**src/rtl/multi_zone_light_ctrl.sv**
```systemverilog
// Multi-zone lighting controller.
// Each zone runs an independent OFF/ON/HOLD/OVR occupancy FSM with a hold-off
// timer and a manual override. Only the daylight sensor is shared between zones.
// light_on is decoded from registered state; colour and lit-zone count are
// combinational from light_on.
module multi_zone_light_ctrl #(
    parameter int NUM_ZONES   = 4,
    parameter int COLOR_W     = 3,
    parameter int HOLD_CYCLES = 1000,
    localparam int TMR_W      = $clog2(HOLD_CYCLES + 1),
    localparam int CNT_W      = $clog2(NUM_ZONES + 1)
) (
    input  logic                         clk,
    input  logic                         reset,
    input  logic [NUM_ZONES-1:0]         motion,
    input  logic                         daylight,
    input  logic [NUM_ZONES*COLOR_W-1:0] color_select,
    input  logic [NUM_ZONES-1:0]         override_en,
    input  logic [NUM_ZONES-1:0]         override_val,
    output logic [NUM_ZONES-1:0]         light_on,
    output logic [NUM_ZONES*COLOR_W-1:0] light_color,
    output logic [CNT_W-1:0]             active_count
);

    typedef enum logic [1:0] {
        ST_OFF  = 2'd0,
        ST_ON   = 2'd1,
        ST_HOLD = 2'd2,
        ST_OVR  = 2'd3
    } state_t;

    localparam logic [TMR_W-1:0] HOLD_LOAD = TMR_W'(HOLD_CYCLES - 1);

    state_t               state [NUM_ZONES];
    logic [TMR_W-1:0]     timer [NUM_ZONES];
    logic [NUM_ZONES-1:0] ovr_q;

    // Per-zone occupancy FSM; priority is override, then daylight, then motion.
    always_ff @(posedge clk or posedge reset) begin
        if (reset) begin
            for (int unsigned i = 0; i < NUM_ZONES; i++) begin
                state[i] <= ST_OFF;
                timer[i] <= '0;
            end
            ovr_q <= '0;
        end else begin
            for (int unsigned i = 0; i < NUM_ZONES; i++) begin
                if (override_en[i]) begin
                    state[i] <= ST_OVR;
                    ovr_q[i] <= override_val[i];
                end else begin
                    case (state[i])
                        ST_OVR: begin
                            state[i] <= ST_OFF;
                        end
                        ST_OFF: begin
                            if (motion[i] && !daylight)
                                state[i] <= ST_ON;
                        end
                        ST_ON: begin
                            if (daylight) begin
                                state[i] <= ST_OFF;
                            end else if (!motion[i]) begin
                                state[i] <= ST_HOLD;
                                timer[i] <= HOLD_LOAD;
                            end
                        end
                        ST_HOLD: begin
                            if (daylight) begin
                                state[i] <= ST_OFF;
                            end else if (motion[i]) begin
                                state[i] <= ST_ON;
                            end else if (timer[i] == '0) begin
                                state[i] <= ST_OFF;
                            end else begin
                                timer[i] <= timer[i] - TMR_W'(1);
                            end
                        end
                        default: begin
                            state[i] <= ST_OFF;
                        end
                    endcase
                end
            end
        end
    end

    // Light decode from registered state.
    always_comb begin
        light_on = '0;
        for (int unsigned i = 0; i < NUM_ZONES; i++) begin
            light_on[i] = (state[i] == ST_ON) || (state[i] == ST_HOLD) ||
                          ((state[i] == ST_OVR) && ovr_q[i]);
        end
    end

    // Colour passes through only for lit zones.
    always_comb begin
        light_color = '0;
        for (int unsigned i = 0; i < NUM_ZONES; i++) begin
            if (light_on[i])
                light_color[i*COLOR_W +: COLOR_W] = color_select[i*COLOR_W +: COLOR_W];
        end
    end

    // Number of lit zones for the power monitor.
    always_comb begin
        active_count = '0;
        for (int unsigned i = 0; i < NUM_ZONES; i++) begin
            active_count = active_count + CNT_W'(light_on[i]);
        end
    end

endmodule

```
**config.mk**
```make
export PLATFORM = sky130hd
export DESIGN_NAME = multi_zone_light_ctrl
export DESIGN_NICKNAME = d
export VERILOG_FILES = /design/src/rtl/multi_zone_light_ctrl.sv
export SDC_FILE = /design/constraint.sdc
export NUM_CORES = 1
export LEC_CHECK = 0
export CAP_MARGIN = 15
export CORE_UTILIZATION = 23
export CTS_BUF_LIST = sky130_fd_sc_hd__clkbuf_8
export CTS_CLUSTER_SIZE = 25
export DETAILED_ROUTE_END_ITERATION = 10
export PLACE_DENSITY = 0.45
export SLEW_MARGIN = 20
export SYNTH_ARGS = -nofsm -noshare
export SYNTH_HDL_FRONTEND = slang
export SYNTH_SLANG_ARGS = --single-unit
```
**constraint.sdc**
```tcl
create_clock -name clk -period 5.05 [get_ports clk]
set_input_delay 1.515 -clock clk [delete_from_list [all_inputs] [get_ports clk]]
set_output_delay 1.515 -clock clk [all_outputs]
set_load 0.005 [all_outputs]
```
; ---- Yosys cells after proc, flatten, opt, wreduce, memory -nomap -nowiden
; Index checks and enable logic that the tools add are counted.
[classes]
n_addsub = 7
mux = 60
n_eq_ne = 44
bitwise = 4
n_reduce_logical = 37
[op_table]
columns = op, n
row1 = 10-bit two-way mux, 20
row2 = 10-bit case mux with 2 select lines, 4
row3 = 2-bit two-way mux, 28
row4 = 10-bit logical NOT, 4
row5 = "2-bit inequality test, second input constant", 20
row6 = "10-bit by 1-bit subtractor with 10-bit output, second input constant", 4
row7 = 2-bit case mux with 4 select lines, 4
row8 = 7-bit AND reduction, 4
row9 = "5-bit inequality test, second input constant", 4
row10 = "2-bit == test, second input constant", 8
row11 = "4-bit inequality test, second input constant", 4
row12 = 3-bit two-way mux, 4
row13 = "3-bit inequality test, second input constant", 4
row14 = 3-bit AND reduction, 4
row15 = "2-bit by 1-bit == test with 1-bit output, second input constant", 4
row16 = 1-bit logical AND, 8
row17 = 2-bit logical NOT, 4
row18 = 1-bit logical OR, 8
row19 = 2-bit nonzero test, 4
row20 = 1-bit inverter, 4
row21 = 2-bit by 1-bit adder with 3-bit output, 1
row22 = 3-bit by 1-bit adder with 3-bit output, 1
row23 = 1-bit by 1-bit adder with 2-bit output, 1
row24 = 1-bit logical NOT, 1
[word_totals]
input_bits = 27
reg_bits = 52
output_inout_bits = 19

; ---- Longest topological paths before layout
; Gate-level depths: netlist (run 1).
[depth]
depth_word = 6
mapped_depth = 7

; ---- Worst setup path before layout (run 1)
; Ideal clock, no wire load.
[synth_timing]
kind = register to output
startpoint = register state[0] in the netlist's numbering
endpoint = output active_count[1]
arrival_time_ns = 1.940
stages_incl_launch_ff = 8
path_slack_ns = 1.595
required_ns = 3.535
n_path_buf = 0
cell_sequence = dfrtp_1 inv_1 ha_1 a21oi_1 fa_1 inv_1 ha_1 ha_1
[synth_between]
elab_chain_cells = 4
elab_cells_between_ends = 7
classes_between = add/sub: 1 / eq/ne: 3 / reduce/logical: 3
[synth_lines]
columns = element, line_no
row1 = from (decl), 34  ; state_t state [NUM_ZONES];
row2 = "from (signal, indexed assignment)", 42  ; state[i] <= ST_OFF;
row3 = "from (signal, indexed assignment)", 49  ; state[i] <= ST_OVR;
row4 = "from (signal, indexed assignment)", 54  ; state[i] <= ST_OFF;
row5 = 2-bit by 1-bit == test with 1-bit output (tied with other cells), 92  ; light_on[i] = (state[i] == ST_ON) || (state[i] == ST_HOLD) ||
row6 = 1-bit logical OR or 1-bit logical AND (tied branches), "92, 93"
row7 = 1-bit logical OR *, 92
row8 = 3-bit by 1-bit adder with 3-bit output *, 110  ; active_count = active_count + CNT_W'(light_on[i]);
row9 = to (decl), 22  ; output logic [CNT_W-1:0] active_count
; Every way passes the cells marked *; elsewhere a longest branch is shown, timed or not.

; ---- Worst setup path in the final report (run 1)
; Same ends and word-level chain as after synthesis.

==> flow_metrics.env, run 1 <==
export IMPL_clock_latency_ns=0.31
export IMPL_hpwl_um=6670
export IMPL_num_antenna_cells=0
export IMPL_layout_drive_gt1_share=0.0747
export IMPL_startpoint_type="register"
export IMPL_syn_mean_instance_area_um2=8.97
export IMPL_outcome="finished, final reports clean"
export IMPL_cts_setup_buffers=0
export IMPL_cp_end_kind="output port"
export IMPL_holdPathEnd="ovr_q[3]"
export IMPL_ant_nets=0
export IMPL_stdcell_count=666
export IMPL_hold_violations=0
export IMPL_synthSimpleGateAreaFrac=0.241
export IMPL_numCtsBuffers=5
export IMPL_drtIter0Drc=221
export IMPL_place_ws_ns=0.865
export IMPL_dieArea_mm2=0.0165
export IMPL_hold_depth=1
export IMPL_fin_crit_ns=4.45
export IMPL_seq_area_frac_synth=0.355
export IMPL_overflow=0
export IMPL_antenna_found_initial=0
export IMPL_io_pins=46
export IMPL_clkSlewWorstSetupHoldPaths_ns=0.09
export IMPL_setup_violations=0
export IMPL_crit_type="register to output port"
export IMPL_routed_via_count=3264
export IMPL_io_buffer_count=45
export IMPL_rows=45
export IMPL_fin_crit_sh=0.882
export IMPL_synth_edff_count=0
export IMPL_cellPowerDensity_mw_per_mm2=319
export IMPL_cts_sinks=52
export IMPL_reg2reg_depth=6
export IMPL_drcViolationCount=0
export IMPL_syn_area_mm2=0.00367
export IMPL_hold_start="ovr_q[3]"
export IMPL_setup_ws_ns=0.598
export IMPL_cts_tree="yes"
export IMPL_yosys_area_share_xor_xnor=0
export IMPL_syn_inst=409
export IMPL_cp_max_fo=5
export IMPL_first_global_vias=3108
export IMPL_synth_top_family_by_area="simple AND/OR/NAND/NOR gates"
export IMPL_fillers=1616
export IMPL_worstMarginPinSlew_ns=0.754
export IMPL_synth_area_mux_share=0.0266
export IMPL_slew_violations=0
export IMPL_ir_drop_v=0.000176
export IMPL_die_y_um=128
export IMPL_first_pass_iters=4
export IMPL_die_w_um=128
export IMPL_ctsRootBufferMaster="clkbuf_8"
export IMPL_synth_flop_cell="dfrtp_1"
export IMPL_nets=511
export IMPL_synth_top_area_frac=0.355
export IMPL_fmax_mhz=225
export IMPL_yosysTopAreaCell="dfrtp_1"
export IMPL_cts_path_max_buffers=2
export IMPL_synth_seq_cells=52
export IMPL_place_inst=661
export IMPL_ys_types=69
export IMPL_coreArea_mm2=0.0154
export IMPL_finalClockSkew_ns=0.00770
export IMPL_cts_hold_buf=0
export IMPL_globalplace_congestion=0.758
export IMPL_grt_max_degree=31
export IMPL_relSlewSlack=0.494
export IMPL_synthAdderAreaFrac=0.0941
export IMPL_regToRegSetupSlack_ns=2.56
export IMPL_r2r_start="state[2]"
export IMPL_synth_area_leaders="dfrtp_1 (35%), ha_1 (8.9%), inv_1 (3.8%)"
export IMPL_holdWs_ns=0.513
export IMPL_initial_core_util=0.239
export IMPL_synth_commonest_cells="dfrtp_1 (52), inv_1 (37), nor2_1 (32)"
export IMPL_r2r_end="timer[19]"
export IMPL_cts_max_level=2
export IMPL_rsz0062_at_grt="no"
export IMPL_postCtsResizedCells=0
export IMPL_vias_per_cell=4.90
export IMPL_syn2layout_area_growth_pct=21.7
export IMPL_synth_fp_nets=463
export IMPL_wire_per_inst_um=13.8
export IMPL_routed_wl_um=9160
export IMPL_grtUsageTotal=0.116
export IMPL_hold_class="register to register"
export IMPL_ys_warn_count=0
export IMPL_synth_compound_area_frac=0.234
export IMPL_yosysMostFrequentCell="dfrtp_1"
export IMPL_grt_pass1_wl_um=15300
export IMPL_critPathRequiredTime_ns=3.54
export IMPL_p_leak_nw=1.75
export IMPL_maxCapViolations=0
export IMPL_crit_arrival_ns=2.94
export IMPL_synth_async_reset_ratio=1.00
export IMPL_tns_ns=0
## registers in the layout (all words and copies together), names as in the netlist
| signal | count |
|---|---|
| timer | 40 |
| ovr_q | 4 |
| state | 8 |
## metal layers
layer	wire length [um]	GRT usage	vias up
met4	94	0.0291	0
met1	4480	0.153	1570
met5	0	0	-
met2	4320	0.193	63
li1	-	-	1622
met3	267	0.0217	9
## stage by stage
stage | utilization | power, mW | area, um^2
global route | 0.290 | 1.55 | 4460
floorplan | - | 0.965 | 3670
finish | 0.290 | 1.42 | 4460
global placement | 0.286 | 1.19 | 4390
CTS | 0.290 | 1.45 | 4460
detailed placement | 0.286 | 1.20 | 4390
## how the worst max path moves through the flow
stage	startpoint	to	slack, ns	cells past startpoint
3_3_place_gp	color_select[6]	light_color[6]	0.92	3
5_1_grt	state[1]	active_count[1]	0.34	8
2_1_floorplan	state[0]	active_count[1]	1.60	7
4_1_cts	state[0]	active_count[1]	0.50	8
6_report	state[0]	active_count[1]	0.60	8
3_5_place_dp	state[0]	active_count[1]	0.86	8
## cells by family (layout without fill, tap and decap cells)
kind of cell / after synthesis / count (layout)
DFF: 52 / 52
muxes: 9 / 9
AOI/OAI and AO/OA: 118 / 118
adders and majority gates: 27 / 27
and+or+nand+nor: 155 / 155
buffers and inverters: 48 / 94
## report_power, final
part           internal (mW)  switching, mW  total [mW]
Clock                 0.0901          0.139       0.229
Combinational          0.276          0.267       0.544
Sequential             0.515          0.136       0.651
Total                  0.881          0.542        1.42
## final cells by class
class,count,area [um^2],area share
clock buffers,5,68.8,0.0154
inverters,37,139,0.0311
multi-input cells,309,2190,0.490
flip-flops and latches,52,1300,0.292
well taps,211,264,0.0592
repair buffers,52,503,0.113
## critical path, cell delays in order (launching register included)
cell	delay [ns]
dfrtp_1	0.42
inv_1	0.08
ha_1	0.34
a21oi_1	0.41
fa_1	0.50
inv_1	0.07
ha_1	0.14
ha_1	0.22
clkdlybuf4s50_1	0.45
## layout by cell type (no fill, tap or decap), drive strengths merged, types with 4 or more instances in the layout
master / n
a211o: 4
a21oi: 24
clkbuf: 5
o31a: 4
clkdlybuf4s50: 45
nand3: 12
a311oi: 7
ha: 26
nor2: 32
buf: 7
a22oi: 4
o211ai: 4
a22o: 6
or3: 7
nor2b: 14
a21o: 4
nand2b: 7
nand4: 6
nor4b: 4
nand2: 20
a211oi: 6
or4: 4
o31ai: 6
nor4: 9
nor3: 14
o41ai: 5
inv: 37
o21ai: 15
nor3b: 6
o21a: 4
or3b: 4
mux2: 6
a31oi: 7
dfrtp: 52
Note: power is estimated with default switching activity, not from simulation.
==> run 2, diff against run 1 <==
DONT_BUFFER_PORTS = 1   (was not set)
PLACE_DENSITY = 0.41   (was 0.45)
==> flow_metrics.env, run 2 (synthesized netlist as in run 1, its figures left out) <==
export IMPL_drtIter0Drc=272
export IMPL_reg2reg_depth=6
export IMPL_crit_type="register to output port"
export IMPL_holdWs_ns=0.522
export IMPL_grt_max_degree=38
export IMPL_critPathRequiredTime_ns=3.54
export IMPL_rows=45
export IMPL_drcViolationCount=0
export IMPL_crit_arrival_ns=2.68
export IMPL_hold_violations=0
export IMPL_antenna_found_initial=0
export IMPL_slowest_delay_ns=0.53
export IMPL_postCtsResizedCells=0
export IMPL_largest_reg_flops=40
export IMPL_io_pins=46
export IMPL_wire_per_inst_um=14.9
export IMPL_placed_cell_area_mm2=0.00391
export IMPL_cts_hold_buf=0
export IMPL_fmax_mhz=238
export IMPL_multi_input_comb_area_mm2=0.00219
export IMPL_mostFrequentLayoutCells="dfrtp_1 (52), inv_1 (37), nor2_1 (32)"
export IMPL_hpwl_um=6620
export IMPL_hold_depth=1
export IMPL_first_global_vias=2960
export IMPL_ff_latch_area_mm2=0.00130
export IMPL_cts_setup_buffers=0
export IMPL_initial_core_util=0.239
export IMPL_cts_tree="yes"
export IMPL_crit_buf_inv=2
export IMPL_cellPowerDensity_mw_per_mm2=332
export IMPL_first_pass_iters=4
export IMPL_maxCapViolations=0
export IMPL_die_y_um=128
export IMPL_place_inst=611
export IMPL_hold_class="register to register"
export IMPL_outcome="finished, final reports clean"
export IMPL_die_w_um=128
export IMPL_cts_path_max_buffers=2
export IMPL_cpMostUsedCell="ha_1"
export IMPL_syn2layout_area_growth_pct=8.59
export IMPL_cts_sinks=52
export IMPL_final_common_cell="dfrtp_1"
export IMPL_vias_per_cell=5.06
export IMPL_grt_pass1_wl_um=15500
export IMPL_reg_largest_list="timer x40, state x8, ovr_q x4"
export IMPL_ctsRootBufferMaster="clkbuf_8"
export IMPL_clkSlewWorstSetupHoldPaths_ns=0.10
export IMPL_top_register="timer"
export IMPL_fin_crit_ns=4.20
export IMPL_grtUsageTotal=0.120
export IMPL_place_ws_ns=1.13
export IMPL_p_leak_nw=1.57
export IMPL_numCtsBuffers=5
export IMPL_relSlewSlack=0.486
export IMPL_startpoint_type="register"
export IMPL_totalPowerFinal_mw=1.32
export IMPL_nets=461
export IMPL_routed_wl_um=9220
export IMPL_worst_path_stages=7
export IMPL_setup_ws_ns=0.851
export IMPL_cp_top_family="adder cells"
export IMPL_layout_drive_gt1_share=0.0737
export IMPL_ant_nets=0
export IMPL_slew_violations=0
export IMPL_path_cells="inv_1 -> ha_1 -> a21oi_1 -> fa_1 -> inv_1 -> ha_1 -> ha_1"
export IMPL_final_area_mm2=0.00398
export IMPL_tns_ns=0
export IMPL_ir_drop_v=0.000107
export IMPL_cts_max_level=2
export IMPL_fin_crit_sh=0.832
export IMPL_io_buffer_count=0
export IMPL_rsz0062_at_grt="no"
export IMPL_overflow=0
export IMPL_worstMarginPinSlew_ns=0.766
export IMPL_clock_latency_ns=0.33
export IMPL_crit_slowest_cell="a21oi_1"
export IMPL_cp_end_kind="output port"
export IMPL_num_antenna_cells=0
export IMPL_routed_via_count=3127
export IMPL_coreArea_mm2=0.0154
export IMPL_fillers=1642
export IMPL_setup_violations=0
export IMPL_stdcell_count=618
export IMPL_cp_max_fo=5
export IMPL_dieArea_mm2=0.0165
export IMPL_finalClockSkew_ns=0.00877
export IMPL_globalplace_congestion=0.726
export IMPL_utilization=0.259
-- run 2: cell count changes in the layout (fill, tap and decap cells not counted), sizes merged --
| cell | delta |
|---|---|
| buf | -5 |
| clkdlybuf4s50 | -45 |
| clkinv | +1 |
| inv | +1 |
-- run 2: per-layer routing --
layer	GRT usage	share of wire	up-vias
met5	0	0	-
met4	0.0526	0.025	0
met3	0.0238	0.038	12
met2	0.188	0.44	64
met1	0.160	0.49	1527
li1	-	-	1524
-- run 2: layout make-up --
| class | count | share of cell area |
|---|---|---|
| multi-input cells | 309 | 0.549 |
| inverters | 37 | 0.0349 |
| clock inverters | 2 | 0.00220 |
| repair buffers | 2 | 0.00377 |
| flip-flops and latches | 52 | 0.327 |
| well taps | 211 | 0.0663 |
| clock buffers | 5 | 0.0173 |
-- run 2: worst register-to-register path, stage by stage, from the launching register on --
cell and delay, ns:
dfrtp_1 0.43, inv_1 0.13, ha_1 0.49, or3b_1 0.45
a311oi_2 0.57, nand3_1 0.15, a22o_1 0.26
-- run 2: final timing paths --
path | endpoint | slack [ns] | from
min in group asynchronous | timer[3] | 1.04 | reset
worst max-delay path | active_count[1] | 0.85 | state[0]
worst min register to register | ovr_q[3] | 0.52 | ovr_q[3]
worst min-delay path | ovr_q[3] | 0.52 | ovr_q[3]
max in group asynchronous | timer[18] | 3.17 | reset
worst max register to register | timer[19] | 2.47 | state[2]
-- run 2: power by group --
group	switching (mW)	total, mW	internal, mW	leakage, nW
clock network	0.154	0.247	0.0930	0.0452
logic	0.247	0.425	0.178	0.969
registers	0.135	0.650	0.515	0.551
total	0.536	1.32	0.786	1.57
==> run 3, diff against run 2 <==
PLACE_DENSITY = 0.42   (was 0.41)
clock period = 3.79 ns   (was 5.05 ns; I/O delays follow)
==> flow_metrics.env, run 3 (synthesized netlist as in run 1, its figures left out) <==
export IMPL_cp_max_fo=5
export IMPL_final_area_mm2=0.00403
export IMPL_clkSlewWorstSetupHoldPaths_ns=0.10
export IMPL_postCtsResizedCells=0
export IMPL_rsz0062_at_grt="no"
export IMPL_antenna_found_initial=0
export IMPL_reg2reg_depth=6
export IMPL_drcViolationCount=0
export IMPL_totalPowerFinal_mw=1.78
export IMPL_fillers=1608
export IMPL_multi_input_comb_area_mm2=0.00219
export IMPL_routed_wl_um=9050
export IMPL_ctsRootBufferMaster="clkbuf_8"
export IMPL_vias_per_cell=4.96
export IMPL_io_buffer_count=0
export IMPL_placed_cell_area_mm2=0.00394
export IMPL_crit_arrival_ns=2.41
export IMPL_grt_pass1_wl_um=14800
export IMPL_first_global_vias=2921
export IMPL_ant_nets=0
export IMPL_maxCapViolations=0
export IMPL_reg_largest_list="timer x40, state x8, ovr_q x4"
export IMPL_r2r_start="state[2]"
export IMPL_clock_latency_ns=0.33
export IMPL_initial_core_util=0.239
export IMPL_cts_setup_buffers=0
export IMPL_syn2layout_area_growth_pct=9.72
export IMPL_cts_tree="yes"
export IMPL_hpwl_um=6560
export IMPL_cts_sinks=52
export IMPL_ir_drop_v=0.000160
export IMPL_hold_depth=1
export IMPL_cts_hold_buf=0
export IMPL_critPathRequiredTime_ns=2.65
export IMPL_rows=45
export IMPL_hold_violations=0
export IMPL_ff_latch_area_mm2=0.00130
export IMPL_wire_per_inst_um=14.6
export IMPL_hold_class="register to register"
export IMPL_worstMarginPinSlew_ns=0.810
export IMPL_die_w_um=128
export IMPL_relSlewSlack=0.455
export IMPL_cp_end_kind="output port"
export IMPL_cts_max_level=2
export IMPL_nets=465
export IMPL_globalplace_congestion=0.768
export IMPL_fin_crit_ns=3.55
export IMPL_num_antenna_cells=0
export IMPL_grtUsageTotal=0.114
export IMPL_fin_crit_sh=0.935
export IMPL_outcome="finished, final reports clean"
export IMPL_tns_ns=0
export IMPL_mostFrequentLayoutCells="dfrtp_1 (52), inv_1 (36), nor2_1 (32)"
export IMPL_crit_type="register to output port"
export IMPL_final_common_cell="dfrtp_1"
export IMPL_numCtsBuffers=5
export IMPL_dieArea_mm2=0.0165
export IMPL_p_leak_nw=1.58
export IMPL_regToRegSetupSlack_ns=1.26
export IMPL_overflow=0
export IMPL_fmax_mhz=282
export IMPL_cellPowerDensity_mw_per_mm2=441
export IMPL_routed_via_count=3086
export IMPL_coreArea_mm2=0.0154
export IMPL_first_pass_iters=4
export IMPL_die_y_um=128
export IMPL_setup_violations=0
export IMPL_io_pins=46
export IMPL_grt_max_degree=28
export IMPL_top_register="timer"
export IMPL_largest_reg_flops=40
export IMPL_layout_drive_gt1_share=0.0900
export IMPL_slew_violations=0
export IMPL_cts_path_max_buffers=2
export IMPL_drtIter0Drc=167
export IMPL_r2r_end="timer[19]"
export IMPL_hold_start="ovr_q[3]"
export IMPL_startpoint_type="register"
export IMPL_finalClockSkew_ns=0.0102
export IMPL_holdPathEnd="ovr_q[3]"
[run 3: changes by cell type in the layout (fill, tap and decap cells not counted), sizes merged]
| cell | previous run | this run |
|---|---|---|
| buf | 2 | 6 |
| clkinvlp | 0 | 1 |
| inv | 38 | 37 |
[run 3: layout make-up]
| class | instances | area share |
|---|---|---|
| timing repair buffer | 6 | 0.0112 |
| sequential | 52 | 0.323 |
| tap | 211 | 0.0656 |
| multi-input combinational | 309 | 0.545 |
| clock inverter | 2 | 0.00311 |
| inverter | 37 | 0.0345 |
| clock buffer | 5 | 0.0171 |
[run 3: through the flow]
step           utilization  cells  setup WS [ns]  hold WS, ns
2_1_floorplan            -    409          0.713        0.470
3_3_place_gp         0.256    615          0.601        0.494
3_5_place_dp         0.256    615          0.518        0.507
4_1_cts              0.261    622          0.117        0.531
5_1_grt              0.262    622          0.106        0.560
6_report             0.262    622          0.245        0.525
[run 3: metal layers]
layer	global-route usage	part of all wire	vias up
li1	-	-	1525
met1	0.145	0.48	1520
met2	0.190	0.48	33
met3	0.0225	0.022	8
met4	0.0408	0.015	0
met5	0	0	-
[run 3: power by group]
group / switching [mW] / internal, mW / leakage, nW
clock: 0.205 / 0.126 / 0.0400
combinational: 0.327 / 0.249 / 0.990
sequential: 0.182 / 0.686 / 0.551
total: 0.715 / 1.06 / 1.58
[run 3: critical path, stage by stage (launching register included)]
cell and delay, ns:
dfrtp_1 0.43, inv_1 0.09, ha_1 0.34, a21oi_1 0.05
buf_4 0.16, fa_1 0.48, inv_1 0.04, ha_1 0.19
ha_1 0.30
[run 3: worst max-delay path by stage]
stage / startpoint / end / slack (ns) / depth (start not counted)
floorplan: state[0] / active_count[1] / 0.71 / 7
global placement: state[4] / active_count[1] / 0.60 / 7
detailed placement: state[4] / active_count[1] / 0.52 / 7
CTS: state[4] / active_count[1] / 0.12 / 7
global route: state[0] / active_count[1] / 0.11 / 8
finish: state[0] / active_count[1] / 0.24 / 8
